[src/rtl/miner_pkg.sv]
`default_nettype none
// ---------------------------------------------------------------------------
// miner_pkg : register map, control/status bit positions and FSM encoding
// Rev 1.0   : initial release
// ---------------------------------------------------------------------------
package miner_pkg;

  localparam logic [7:0] OFF_CTRL    = 8'h00;
  localparam logic [7:0] OFF_STATUS  = 8'h04;
  localparam logic [7:0] OFF_MID0    = 8'h08;
  localparam logic [7:0] OFF_TAIL0   = 8'h28;
  localparam logic [7:0] OFF_NSTART  = 8'h34;
  localparam logic [7:0] OFF_NEND    = 8'h38;
  localparam logic [7:0] OFF_RESULT  = 8'h3C;

  localparam int CTRL_START  = 0;
  localparam int CTRL_ABORT  = 1;
  localparam int CTRL_IRQ_EN = 2;
  localparam int STAT_FULL   = 8;
  localparam int STAT_OVF    = 9;

  localparam logic [1:0] ST_IDLE    = 2'd0;
  localparam logic [1:0] ST_PENDING = 2'd1;
  localparam logic [1:0] ST_RUNNING = 2'd2;

  // MIDSTATE[0..7], TAIL[0..2], NONCE_START, NONCE_END
  localparam int JOB_WORDS = 13;

  function automatic logic [31:0] byte_merge(input logic [31:0] old_val,
                                             input logic [31:0] new_val,
                                             input logic [3:0]  sel);
    logic [31:0] merged;
    for (int b = 0; b < 4; b++) begin
      merged[b*8 +: 8] = sel[b] ? new_val[b*8 +: 8] : old_val[b*8 +: 8];
    end
    return merged;
  endfunction

endpackage
`default_nettype wire

[src/rtl/miner_result_fifo.sv]
`default_nettype none
// ---------------------------------------------------------------------------
// miner_result_fifo : synchronous FIFO for winning nonces, first-word-fall-through head
// Rev 1.0           : initial release
// ---------------------------------------------------------------------------
module miner_result_fifo #(
  parameter int DEPTH = 4,
  parameter int CW    = $clog2(DEPTH) + 1
) (
  input  logic          clk,
  input  logic          i_rst,
  input  logic          i_push,
  input  logic [31:0]   i_data,
  input  logic          i_pop,
  output logic [31:0]   o_head,
  output logic          o_full,
  output logic          o_empty,
  output logic [CW-1:0] o_count
);
  import miner_pkg::*;

  localparam int AW = $clog2(DEPTH);

  logic [31:0]   r_mem [DEPTH];
  logic [AW-1:0] r_wr_ptr;
  logic [AW-1:0] r_rd_ptr;
  logic [CW-1:0] r_count;
  logic          w_do_pop;
  logic          w_do_push;

  assign o_full    = (r_count == CW'(DEPTH));
  assign o_empty   = (r_count == '0);
  assign o_count   = r_count;
  assign o_head    = r_mem[r_rd_ptr];
  // A pop frees a slot in the same cycle, so a full FIFO still accepts a push alongside it
  assign w_do_pop  = i_pop & ~o_empty;
  assign w_do_push = i_push & (~o_full | w_do_pop);

  always_ff @(posedge clk) begin
    if (i_rst) begin
      r_wr_ptr <= '0;
      r_rd_ptr <= '0;
      r_count  <= '0;
    end else begin
      if (w_do_push) begin
        r_mem[r_wr_ptr] <= i_data;
        r_wr_ptr        <= r_wr_ptr + 1'b1;
      end
      if (w_do_pop) begin
        r_rd_ptr <= r_rd_ptr + 1'b1;
      end
      case ({w_do_push, w_do_pop})
        2'b10:   r_count <= r_count + 1'b1;
        2'b01:   r_count <= r_count - 1'b1;
        default: r_count <= r_count;
      endcase
    end
  end

endmodule
`default_nettype wire

[src/rtl/miner_wb_regs.sv]
`default_nettype none
// ---------------------------------------------------------------------------
// miner_wb_regs : Wishbone register front-end for the miner core (job capture, result FIFO)
// Rev 1.0       : initial release
// ---------------------------------------------------------------------------
module miner_wb_regs #(
  parameter logic [31:0] BASE_ADDR  = 32'h3000_0000,
  parameter int          FIFO_DEPTH = 4
) (
  input  logic         clk,
  input  logic         i_wb_rst,
  input  logic         i_wb_cycle,
  input  logic         i_wb_strobe,
  input  logic         i_wb_we,
  input  logic [3:0]   i_wb_sel,
  input  logic [31:0]  i_wb_addr,
  input  logic [31:0]  i_wb_wdata,
  output logic         o_wb_ack,
  output logic [31:0]  o_wb_rdata,
  output logic         o_job_valid,
  input  logic         i_job_ready,
  output logic [255:0] o_job_midstate,
  output logic [95:0]  o_job_tail,
  output logic [31:0]  o_job_nonce_start,
  output logic [31:0]  o_job_nonce_end,
  output logic         o_job_abort,
  input  logic         i_core_done,
  input  logic         i_res_valid,
  input  logic [31:0]  i_res_nonce,
  output logic         o_irq
);
  import miner_pkg::*;

  localparam int CW = $clog2(FIFO_DEPTH) + 1;

  logic [31:0]   r_job [JOB_WORDS];
  logic [1:0]    r_state;
  logic          r_ack;
  logic [31:0]   r_rdata;
  logic          r_abort;
  logic          r_irq_en;
  logic          r_ovf;

  logic          w_req, w_mapped, w_wr, w_rd;
  logic [7:0]    w_off;
  logic [3:0]    w_word;
  logic [3:0]    w_cfg_idx;
  logic          w_is_cfg, w_cfg_wr, w_ctrl_wr, w_start, w_abort, w_ovf_clr;
  logic          w_pop, w_full, w_empty;
  logic [31:0]   w_head, w_rdata;
  logic [CW-1:0] w_count;

  assign w_req     = i_wb_cycle & i_wb_strobe & ~r_ack;
  assign w_off     = i_wb_addr[7:0];
  assign w_mapped  = (i_wb_addr[31:8] == BASE_ADDR[31:8]) && (w_off[1:0] == 2'b00) &&
                     (w_off <= OFF_RESULT);
  assign w_word    = w_off[5:2];
  assign w_cfg_idx = w_word - 4'd2;
  assign w_is_cfg  = (w_word >= 4'd2) && (w_word <= 4'd14);
  assign w_wr      = w_req & i_wb_we & w_mapped;
  assign w_rd      = w_req & ~i_wb_we & w_mapped;
  // Job fields are frozen outside IDLE so the core never sees them change mid-job
  assign w_cfg_wr  = w_wr & w_is_cfg & (r_state == ST_IDLE);
  assign w_ctrl_wr = w_wr & (w_word == 4'd0) & i_wb_sel[0];
  assign w_start   = w_ctrl_wr & i_wb_wdata[CTRL_START];
  assign w_abort   = w_ctrl_wr & i_wb_wdata[CTRL_ABORT];
  assign w_ovf_clr = w_wr & (w_word == 4'd1) & i_wb_sel[1] & i_wb_wdata[STAT_OVF];
  assign w_pop     = w_rd & (w_word == 4'd15) & ~w_empty;

  miner_result_fifo #(.DEPTH(FIFO_DEPTH), .CW(CW)) u_fifo (
    .clk     (clk),
    .i_rst   (i_wb_rst),
    .i_push  (i_res_valid),
    .i_data  (i_res_nonce),
    .i_pop   (w_pop),
    .o_head  (w_head),
    .o_full  (w_full),
    .o_empty (w_empty),
    .o_count (w_count)
  );

  always_comb begin
    w_rdata = '0;
    if (w_mapped) begin
      if (w_word == 4'd0) begin
        w_rdata[CTRL_IRQ_EN] = r_irq_en;
        w_rdata[1]           = (r_state == ST_RUNNING);
        w_rdata[0]           = (r_state == ST_PENDING);
      end else if (w_word == 4'd1) begin
        w_rdata[CW-1:0]  = w_count;
        w_rdata[STAT_FULL] = w_full;
        w_rdata[STAT_OVF]  = r_ovf;
      end else if (w_is_cfg) begin
        w_rdata = r_job[w_cfg_idx];
      end else begin
        w_rdata = w_empty ? 32'hFFFF_FFFF : w_head;
      end
    end
  end

  always_ff @(posedge clk) begin
    if (i_wb_rst) begin
      r_ack    <= 1'b0;
      r_rdata  <= '0;
      r_irq_en <= 1'b0;
      r_ovf    <= 1'b0;
      for (int i = 0; i < JOB_WORDS; i++) r_job[i] <= '0;
    end else begin
      r_ack   <= w_req;
      r_rdata <= w_rd ? w_rdata : 32'h0;
      if (w_ctrl_wr) r_irq_en <= i_wb_wdata[CTRL_IRQ_EN];
      if (i_res_valid && w_full && !w_pop) r_ovf <= 1'b1;
      else if (w_ovf_clr)                  r_ovf <= 1'b0;
      if (w_cfg_wr) r_job[w_cfg_idx] <= byte_merge(r_job[w_cfg_idx], i_wb_wdata, i_wb_sel);
    end
  end

  always_ff @(posedge clk) begin
    if (i_wb_rst) begin
      r_state <= ST_IDLE;
      r_abort <= 1'b0;
    end else begin
      r_abort <= 1'b0;
      if (w_abort) begin
        r_abort <= (r_state != ST_IDLE);
        r_state <= ST_IDLE;
      end else begin
        case (r_state)
          ST_IDLE:    if (w_start)     r_state <= ST_PENDING;
          ST_PENDING: if (i_job_ready) r_state <= ST_RUNNING;
          ST_RUNNING: if (i_core_done) r_state <= ST_IDLE;
          default:                     r_state <= ST_IDLE;
        endcase
      end
    end
  end

  for (genvar gi = 0; gi < 8; gi++) begin : g_mid
    assign o_job_midstate[gi*32 +: 32] = r_job[gi];
  end
  for (genvar gi = 0; gi < 3; gi++) begin : g_tail
    assign o_job_tail[gi*32 +: 32] = r_job[8+gi];
  end

  assign o_job_nonce_start = r_job[11];
  assign o_job_nonce_end   = r_job[12];
  assign o_job_valid       = (r_state == ST_PENDING);
  assign o_job_abort       = r_abort;
  assign o_wb_ack          = r_ack;
  assign o_wb_rdata        = r_rdata;
  assign o_irq             = r_irq_en & ~w_empty;

endmodule
`default_nettype wire

[config.mk]
export PLATFORM = sky130hd
export DESIGN_NAME = miner_wb_regs
export DESIGN_NICKNAME = d
export VERILOG_FILES = /design/src/rtl/miner_pkg.sv /design/src/rtl/miner_result_fifo.sv /design/src/rtl/miner_wb_regs.sv
export SDC_FILE = /design/constraint.sdc
export NUM_CORES = 1
export LEC_CHECK = 0
export ABC_CLOCK_PERIOD_IN_PS = 8450
export CAP_MARGIN = 10
export CORE_MARGIN = 2
export CORE_UTILIZATION = 45
export CTS_CLUSTER_DIAMETER = 80
export DETAILED_ROUTE_END_ITERATION = 16
export PLACE_DENSITY = 0.77
export REMOVE_ABC_BUFFERS = 1
export SYNTH_ARGS = -nofsm -noshare
export SYNTH_HDL_FRONTEND = slang
export SYNTH_SLANG_ARGS = --single-unit
[constraint.sdc]
create_clock -name clk -period 8.45 [get_ports clk]
set_clock_uncertainty 0.05 [all_clocks]
set_input_delay 1.69 -clock clk [delete_from_list [all_inputs] [get_ports clk]]
set_output_delay 1.69 -clock clk [all_outputs]
set_load 0.01 [all_outputs]
==> results by group, run 1 <==
Run status
  – Status: completed

Critical path
  – Worst path arrival time: 6.22 ns
  – Worst-path maximum fanout: 38
  – R2r setup slk: 4.09 ns
  – Reg2reg path depth: 5
  – Worst reg2reg startpoint: o_wb_ack$_SDFF_PP0_
  – CP startpoint: i_wb_addr[4]
  – CP Launch Type: input port
  – CP Data Required Time: 8.62 ns
  – R2r endpoint: r_job[6][14]$_SDFFCE_PN0P_
  – Critical Path Sink Type: register
  – CP Class: input port to register
  – Worst setup endpoint: r_job[8][12]$_SDFFCE_PN0P_

Yosys
  – Post-Synthesis Cell Area: 0.02878 sq mm
  – Synth Register Bits: 687
  – Synth unique cells: 56
  – Synth area leaders: edfxtp_1 (67%), mux4_2 (13%), nor2_1 (5.3%)
  – Yosys top cell area share: 66.77%
  – Async SR Flop Fraction: 0%
  – Sequential fraction of the synthesis area: about 70%
  – Mapped Cells: 1845
  – Top FF cell, synth: edfxtp_1
  – Post-synth EDFFs: 640
  – Mean Syn Cell Area: 15.60 sq um
  – Area leader, netlist: edfxtp_1
  – Ys Warns: 0

Floorplan
  – I/O Pins: 560
  – Rows: 92
  – Die span in x: between 200 and 300 um
  – Core footprint: 0.06320 sq mm
  – Initial Utilization: 45.54%
  – Die area: 0.06600 sq mm
  – Die Y: 256.9 um

CTS
  – Max Buffers Root-to-Sink: 3
  – CTS tree: done
  – Total CTS buffers: 72
  – Hold_buf cts: 0
  – CTS HTree Levels: 3
  – CTS Root Cell: clkbuf_16
  – CTS resizes: 0
  – Setup Buffers After CTS: 0
  – Clock latency reported for the late side of the worst-skew pair: about 0.62 ns
  – CTS sink cnt: about 700
  – Worst-path clk slew: 0.06 ns

STA
  – Final worst-path cycle share: 71.65%
  – Final Hold Vio Count: 0
  – Final Max Slew Viols: 0
  – Fin Setup TNS: 0 ns
  – Worst hold margin: 0.4245 ns
  – Max Clock Freq: 165.2 MHz
  – Crit path time final: 6.055 ns
  – Final Setup Violations: 0
  – Slew HR: around 14%
  – Slew @ Worst Pin: 1.284 ns
  – Unrepaired setup endpoints after global routing: false

Global routing
  – Vias in the first global route: 19420
  – Total Routing Usage GR: 30.12%
  – Pin count of the biggest net entering global routing: 86
  – First-pass GRT wire length: 141200 um
  – Total grt overflow: 0
  – Initial antenna violation count: 1

Place
  – DP HPWL: just under 70000 um
  – Gpl congestion: 0.8912
  – Cell count after placement: ~3100
  – PortBufs: 559

Pwr
  – Leak pwr: approximately 0.013 uW
  – PD cells: 210.9 mW/mm^2
  – Total power: between 7000 and 8000 uW
  – Peak supply drop: 0.1452 mV

Routing
  – Final ANT Viol Nets: 0
  – Initial DRC count: about 2700
  – Per-cell routed wire length: just over 30 um
  – Detailed-router iteration count before antenna repair: 5
  – Via count: 19790
  – WL final: 100900 um
  – Vias/cell: 6.060
  – Number of remaining DRC errors: 0

Hold path
  – Hold path depth: 1
  – Hold WC Path Type: register to register

Finish
  – Area grow syn2layout: 30.79%
  – Fin cells: 3265
  – Layout cells sized above 1: 17.58%
  – Nets@finish: 2483

Flow run
  – Number of max-cap violations: 0
[routing by layer]
layer	wire length, um	vias up	global-route usage (%)	share of wire, %
met3	12380	197	7.585	12
met1	35240	9974	38.41	35
met2	48040	1584	48.45	48
met4	5218	0	14.57	5.2
li1	-	8030	-	-
met5	0	-	0	0
[critical path, cell delays in order]
cell and delay [ns]:
clkdlybuf4s50_1 0.62, inv_1 0.15, ha_4 0.57, inv_2 0.43, nor4_1 0.91, nand2_2 0.76
nand2b_2 1.04
[cells in the final DEF, fill, tap and decap left out, types with 9 or more instances in the layout]
cell             instances
a21oi_1                  9
buf_4                   49
clkbuf_16               77
clkdlybuf4s50_1        557
clkinv_1                10
clkinv_2                14
dfxtp_1                 46
edfxtp_1               640
inv_1                   42
mux2i_1                 31
mux4_2                 160
nand2_1                 11
nand2_2                 12
nand2b_2                13
nand3_1                131
nand4_1                 34
nor2_1                 406
nor2_2                  30
nor4_1                  10
o221a_2                 27
[power breakdown]
| group | switching [uW] | internal [uW] | leakage [uW] |
|---|---|---|---|
| clock | 1320 | 1930 | 0.00119 |
| sequential | 68.4 | 3820 | 0.00670 |
| combinational | 493 | 312 | 0.00518 |
[registers in the layout, summed over array words and instances (netlist names), named ones only]
| name | count |
|---|---|
| r_ovf | 1 |
| u_fifo.o_count | 3 |
| u_fifo.r_rd_ptr | 2 |
| o_job_abort | 1 |
| r_irq_en | 1 |
| o_wb_rdata | 32 |
| u_fifo.r_mem | 128 |
| u_fifo.r_wr_ptr | 2 |
| o_wb_ack | 1 |
| r_job | 512 |
| r_state | 2 |
[cell families after synthesis]
logic type	count (synthesis)	share of synthesized area [%]
DFF	687	70.04
xor gates and xnor gates	4	0.1217
buffers and inverters	205	3.126
and+or+nand+nor	691	10.91
AOI/OAI and AO/OA	55	1.678
adders and majority gates	8	0.3739
muxes	195	13.75
[synth_stat cells (all sizes together), types with 12 or more instances]
library cell,n
nand2,23
inv,44
nor2,437
dfxtp,47
mux2i,33
mux4,160
nor4,12
nand2b,16
o221a,27
nand3,131
nand4,34
clkbuf,83
buf,78
edfxtp,640
[per-stage QoR]
stage                     utilization (%)  setup WS [ns]  cell area (sq um)
after floorplan                         -          1.062              28050
after global placement              55.74          1.893              35220
after detailed placement            55.74          1.815              35220
after CTS                           59.53          2.421              37620
after global routing                59.56          2.284              37640
final                               59.56          2.395              37640
[worst min-delay path by stage]
stage / endpoint / from
after CTS: o_wb_ack$_SDFF_PP0_ / o_wb_ack$_SDFF_PP0_
after floorplan: r_ovf$_SDFFE_PP0P_ / r_ovf$_SDFFE_PP0P_
final: o_wb_ack$_SDFF_PP0_ / o_wb_ack$_SDFF_PP0_
after detailed placement: o_wb_ack$_SDFF_PP0_ / o_wb_ack$_SDFF_PP0_
after global placement: r_ovf$_SDFFE_PP0P_ / r_ovf$_SDFFE_PP0P_
after global routing: o_wb_ack$_SDFF_PP0_ / o_wb_ack$_SDFF_PP0_
[layout make-up]
type                    instances  area (sq um)
diodes                          1         2.502
clock buffers                  89          2012
clock inverters                36         382.9
fillers                      4667         25550
inverters                      44         165.2
multi-input cells             953          7871
flip-flops and latches        687         20160
well taps                     846          1059
repair buffers                609          5989
No activity file was read; power rests on OpenSTA's default activity.
==> inputs of run 2 (changes only) <==
- ABC_CLOCK_PERIOD_IN_PS: 8450 -> 4900
- PLACE_DENSITY: 0.77 -> 0.8
- clock period: 8.45 -> 4.9 ns (I/O delays scaled with it)
==> results by group, run 2 (same netlist as run 1, synthesis figures left out) <==
Run status
  – Status: completed

Global routing
  – Pin count of the biggest net entering global routing: 72
  – Vias in the first global route: 20430
  – Total grt overflow: 0
  – Total Routing Usage GR: a little over 30%
  – First-pass GRT wire length: approximately 140000 um
  – Initial antenna violation count: 3

Routing
  – Per-cell routed wire length: 30.94 um
  – Number of remaining DRC errors: 0
  – Initial DRC count: 2664
  – WL final: 102900 um
  – Detailed-router iteration count before antenna repair: 6
  – Final ANT Viol Nets: 0
  – Vias/cell: 6.125
  – Via count: a little over 20000

Place
  – Gpl congestion: 0.9141
  – PortBufs: 559
  – DP HPWL: approximately 70000 um

CTS
  – Clock latency reported for the late side of the worst-skew pair: 0.62 ns
  – Max Buffers Root-to-Sink: 3
  – Setup Buffers After CTS: 0
  – Hold_buf cts: 0
  – CTS tree: done
  – Total CTS buffers: 74
  – CTS HTree Levels: 3
  – CTS resizes: 0
  – CTS sink cnt: between 600 and 700
  – Worst-path clk slew: approximately 0.060 ns
  – CTS Root Cell: clkbuf_16

Hold path
  – Hold WC Path Type: register to register

Critical path
  – Worst path arrival time: between 4 and 5 ns
  – Worst-path maximum fanout: 7
  – CP Launch Type: input port
  – CP Class: input port to register
  – Critical Path Sink Type: register
  – CP Data Required Time: 5.40 ns

Finish
  – Most frequent cells in the layout: edfxtp_1 (640), clkdlybuf4s50_1 (557), nor2_1 (406)
  – Area grow syn2layout: 32.31%
  – Nets@finish: 2538
  – Layout cells sized above 1: 19.22%
  – Commonest non-fill, non-tap cell in the layout: edfxtp_1
  – Max FFs per register: 512
  – Largest Register: r_job

Floorplan
  – Die Y: 256.9 um
  – I/O Pins: 560
  – Rows: 92
  – Die area: 0.06600 sq mm
  – Die span in x: 256.9 um
  – Initial Utilization: 45.54%
  – Core footprint: around 0.063 sq mm

Pwr
  – P_int: 10350 uW
  – PD cells: about 360 mW/mm^2
  – Clock share of power: 40.3%
  – Combinational power share: 10.7%
  – Sw Share: 23.94%
  – Leak pwr: 0.01331 uW
  – Peak supply drop: 0.3546 mV
  – Sequential share of power: 49.1%
  – Total power: 13600 uW
  – P_sw: 3257 uW

STA
  – Slew @ Worst Pin: 1.219 ns
  – Slew HR: about 16%
  – Max Clock Freq: ~270 MHz
  – Fin Setup TNS: 0 ns
  – Unrepaired setup endpoints after global routing: false
  – Final worst-path cycle share: 76.60%
  – Final Max Slew Viols: 0
  – Final Hold Vio Count: 0
  – Crit path time final: 3.754 ns
  – Final Setup Violations: 0

Flow run
  – Number of max-cap violations: 0
==> run 2: routing by layer <==
metal | GRT usage (%) | routed length, um
met1 | 35.85 | 33640
met2 | 50.05 | 49670
met3 | 10.49 | 13420
met4 | 17.01 | 6132
met5 | 0 | 16
==> run 2: per-stage QoR <==
step | instance area (sq um) | hold WS [ns] | instances | worst slack, ns | utilization (%)
after floorplan | 28050 | 0.3825 | 1684 | -1.778 | -
after global placement | 35660 | 0.4087 | 3185 | 0.4473 | 56.43
after detailed placement | 35660 | 0.4089 | 3185 | 0.4985 | 56.43
after CTS | 38020 | 0.4168 | 3315 | 1.113 | 60.16
after global routing | 38080 | 0.4411 | 3324 | 0.9081 | 60.26
final | 38080 | 0.4221 | 3325 | 1.146 | 60.26
==> run 2: final timing paths <==
| path | startpoint | to | slack [ns] | cells after the start |
|---|---|---|---|---|
| min reg2reg | r_ovf$_SDFFE_PP0P_ | r_ovf$_SDFFE_PP0P_ | 0.42 | 2 |
| max reg2reg | o_wb_ack$_SDFF_PP0_ | u_fifo.o_count[2]$_SDFFE_PP0P_ | 1.72 | 11 |
| max | i_wb_addr[22] | u_fifo.o_count[2]$_SDFFE_PP0P_ | 1.15 | 12 |
| min | r_ovf$_SDFFE_PP0P_ | r_ovf$_SDFFE_PP0P_ | 0.42 | 2 |
==> run 2: final cells by class <==
class / instances / area, sq um
Antenna cell: 3 / 7.507
Clock buffer: 100 / 2074
Clock inverter: 30 / 284.0
Fill cell: 4557 / 25110
Inverter: 44 / 165.2
Multi-Input combinational cell: 953 / 7868
Sequential cell: 687 / 20160
Tap cell: 846 / 1059
Timing Repair Buffer: 662 / 6462
==> run 2: power groups by stage <==
stage | clock, uW | sequential, uW | combinational (uW)
after floorplan | 0 | 6830 | 509
after global placement | 0 | 6780 | 1390
after detailed placement | 0 | 6790 | 1420
after CTS | 5510 | 6670 | 1430
after global routing | 5750 | 6680 | 1500
final | 5480 | 6680 | 1450
==> run 2: worst max-delay path, stage by stage <==
cell,delay [ns]
clkdlybuf4s50_1,0.43
or4_1,0.53
nor4_1,0.39
or3b_1,0.50
o21ai_2,0.27
inv_2,0.12
ha_1,0.24
inv_1,0.08
fa_1,0.18
xor2_1,0.07
or3_1,0.30
a21oi_1,0.14
==> inputs of run 3 (changes only) <==
- ABC_CLOCK_PERIOD_IN_PS: 4900 -> 3800
- PLACE_DENSITY: 0.8 -> 0.77
- clock period: 4.9 -> 3.8 ns (I/O delays scaled with it)
==> results by group, run 3 (same netlist as run 1, synthesis figures left out) <==
CTS
  – Total CTS buffers: 71
  – CTS Root Cell: clkbuf_16
  – CTS HTree Levels: 3
  – CTS sink cnt: slightly below 700
  – Clock latency reported for the late side of the worst-skew pair: 0.63 ns
  – CTS tree: done
  – CTS resizes: 0
  – Setup Buffers After CTS: 0
  – Hold_buf cts: 0
  – Max Buffers Root-to-Sink: 3
  – Worst-path clk slew: 0.06 ns

Critical path
  – R2r setup slk: between 0.7 and 0.8 ns
  – Worst-path maximum fanout: 3
  – CP Launch Type: input port
  – R2r endpoint: u_fifo.o_count[2]$_SDFFE_PP0P_
  – CP Class: input port to register
  – Worst setup endpoint: u_fifo.o_count[2]$_SDFFE_PP0P_
  – Reg2reg path depth: 10
  – CP Data Required Time: about 4.3 ns
  – Worst reg2reg startpoint: o_wb_ack$_SDFF_PP0_
  – Critical Path Sink Type: register
  – CP startpoint: i_wb_addr[22]
  – Worst path arrival time: 3.92 ns

Floorplan
  – Core footprint: 0.06320 sq mm
  – I/O Pins: between 500 and 600
  – Die span in x: 256.9 um
  – Die area: 0.06600 sq mm
  – Initial Utilization: 45.54%
  – Die Y: 256.9 um
  – Rows: 92

Routing
  – Final ANT Viol Nets: 0
  – Via count: 20320
  – Number of remaining DRC errors: 0
  – Initial DRC count: around 2700
  – Detailed-router iteration count before antenna repair: 7
  – Vias/cell: 6.007
  – WL final: between 100000 and 150000 um
  – Per-cell routed wire length: between 30 and 40 um

Finish
  – Commonest non-fill, non-tap cell in the layout: edfxtp_1
  – Most frequent cells in the layout: edfxtp_1 (640), clkdlybuf4s50_1 (557), nor2_1 (406)
  – Nets@finish: 2595
  – Fillers: 4550
  – Area grow syn2layout: 34.80%
  – Largest Register: r_job
  – Layout cells sized above 1: a little over a fifth
  – Max FFs per register: 512

Hold path
  – Hold WC Path Type: register to register
  – Hold path depth: 1

STA
  – Worst hold margin: around 0.44 ns
  – Final worst slack: 0.3715 ns
  – Crit path time final: 3.429 ns
  – Unrepaired setup endpoints after global routing: false
  – Max Clock Freq: 291.7 MHz
  – Final Max Slew Viols: 0
  – Final Hold Vio Count: 0
  – Final Setup Violations: 0
  – Fin Setup TNS: 0 ns
  – Final worst-path cycle share: 90.22%
  – Slew @ Worst Pin: 1.224 ns
  – Slew HR: approximately 16%

Global routing
  – Initial antenna violation count: 4
  – Total grt overflow: 0
  – Total Routing Usage GR: 31.15%
  – First-pass GRT wire length: between 100000 and 150000 um
  – Pin count of the biggest net entering global routing: 52
  – Vias in the first global route: 20440

Pwr
  – Leak pwr: 0.01369 uW
  – PD cells: 447.8 mW/mm^2
  – Peak supply drop: 0.3350 mV

Place
  – Gpl congestion: around 0.94
  – Pre-CTS WS: -0.2064 ns
  – DP HPWL: 71060 um
  – PortBufs: 559

Run status
  – Status: completed

Flow run
  – Number of max-cap violations: 0
-- run 3: cell types whose count changed in the layout (fill, tap and decap cells not counted), sizes merged --
cell,delta
buf,+60
bufinv,-2
clkbuf,-10
clkinv,+14
clkinvlp,-3
diode,-1
-- run 3: layout make-up --
class | instances | area, sq um | share of cell area [%]
well taps | 846 | 1059 | 2.728
multi-input cells | 953 | 7864 | 20.27
clock buffers | 90 | 1984 | 5.115
diodes | 2 | 5.005 | 0.01290
clock inverters | 39 | 257.7 | 0.6644
flip-flops and latches | 687 | 20160 | 51.97
inverters | 44 | 165.2 | 0.4257
repair buffers | 722 | 7301 | 18.82
-- run 3: routing by layer --
| metal | vias up | part of all wire (%) | routed length (um) | global-route usage [%] |
|---|---|---|---|---|
| met5 | - | 0.15 | 152 | 0 |
| met4 | 4 | 4.5 | 4720 | 13.47 |
| met3 | 228 | 13 | 13210 | 9.525 |
| met2 | 1617 | 48 | 49780 | 50.65 |
| met1 | 10210 | 35 | 36250 | 38.75 |
| li1 | 8264 | - | - | - |
-- run 3: worst min-delay path by stage --
stage | end | startpoint | slack [ns]
after floorplan | r_ovf$_SDFFE_PP0P_ | r_ovf$_SDFFE_PP0P_ | 0.38
after global placement | r_ovf$_SDFFE_PP0P_ | r_ovf$_SDFFE_PP0P_ | 0.41
after detailed placement | o_wb_ack$_SDFF_PP0_ | o_wb_ack$_SDFF_PP0_ | 0.42
after CTS | o_wb_ack$_SDFF_PP0_ | o_wb_ack$_SDFF_PP0_ | 0.44
after global routing | o_wb_ack$_SDFF_PP0_ | o_wb_ack$_SDFF_PP0_ | 0.46
final | o_wb_ack$_SDFF_PP0_ | o_wb_ack$_SDFF_PP0_ | 0.44
-- run 3: report_power, final --
| group | leakage [uW] | internal (uW) | switching [uW] |
|---|---|---|---|
| Clock | 0.00111 | 3840 | 2910 |
| Combinational | 0.00588 | 855 | 1150 |
| Sequential | 0.00670 | 8480 | 135 |
| Total | 0.0137 | 13200 | 4200 |
-- run 3: through the flow --
stage	cells	total power [uW]	cell area, sq um	utilization, %
final	3383	17370	38800	61.39
after global routing	3382	17790	38790	61.39
after CTS	3380	17400	38780	61.37
after detailed placement	3251	10750	36540	57.82
after global placement	3251	10710	36540	57.82
after floorplan	1684	9458	28050	-
-- run 3: worst max-delay path: stages --
cell and delay (ns):
clkdlybuf4s50_1 0.42, or4_1 0.53, nor4_1 0.39, or3b_1 0.46, nor2_1 0.13, ha_1 0.20, inv_1 0.06, fa_1 0.37
xor2_1 0.15, or3_1 0.30, a21oi_1 0.15
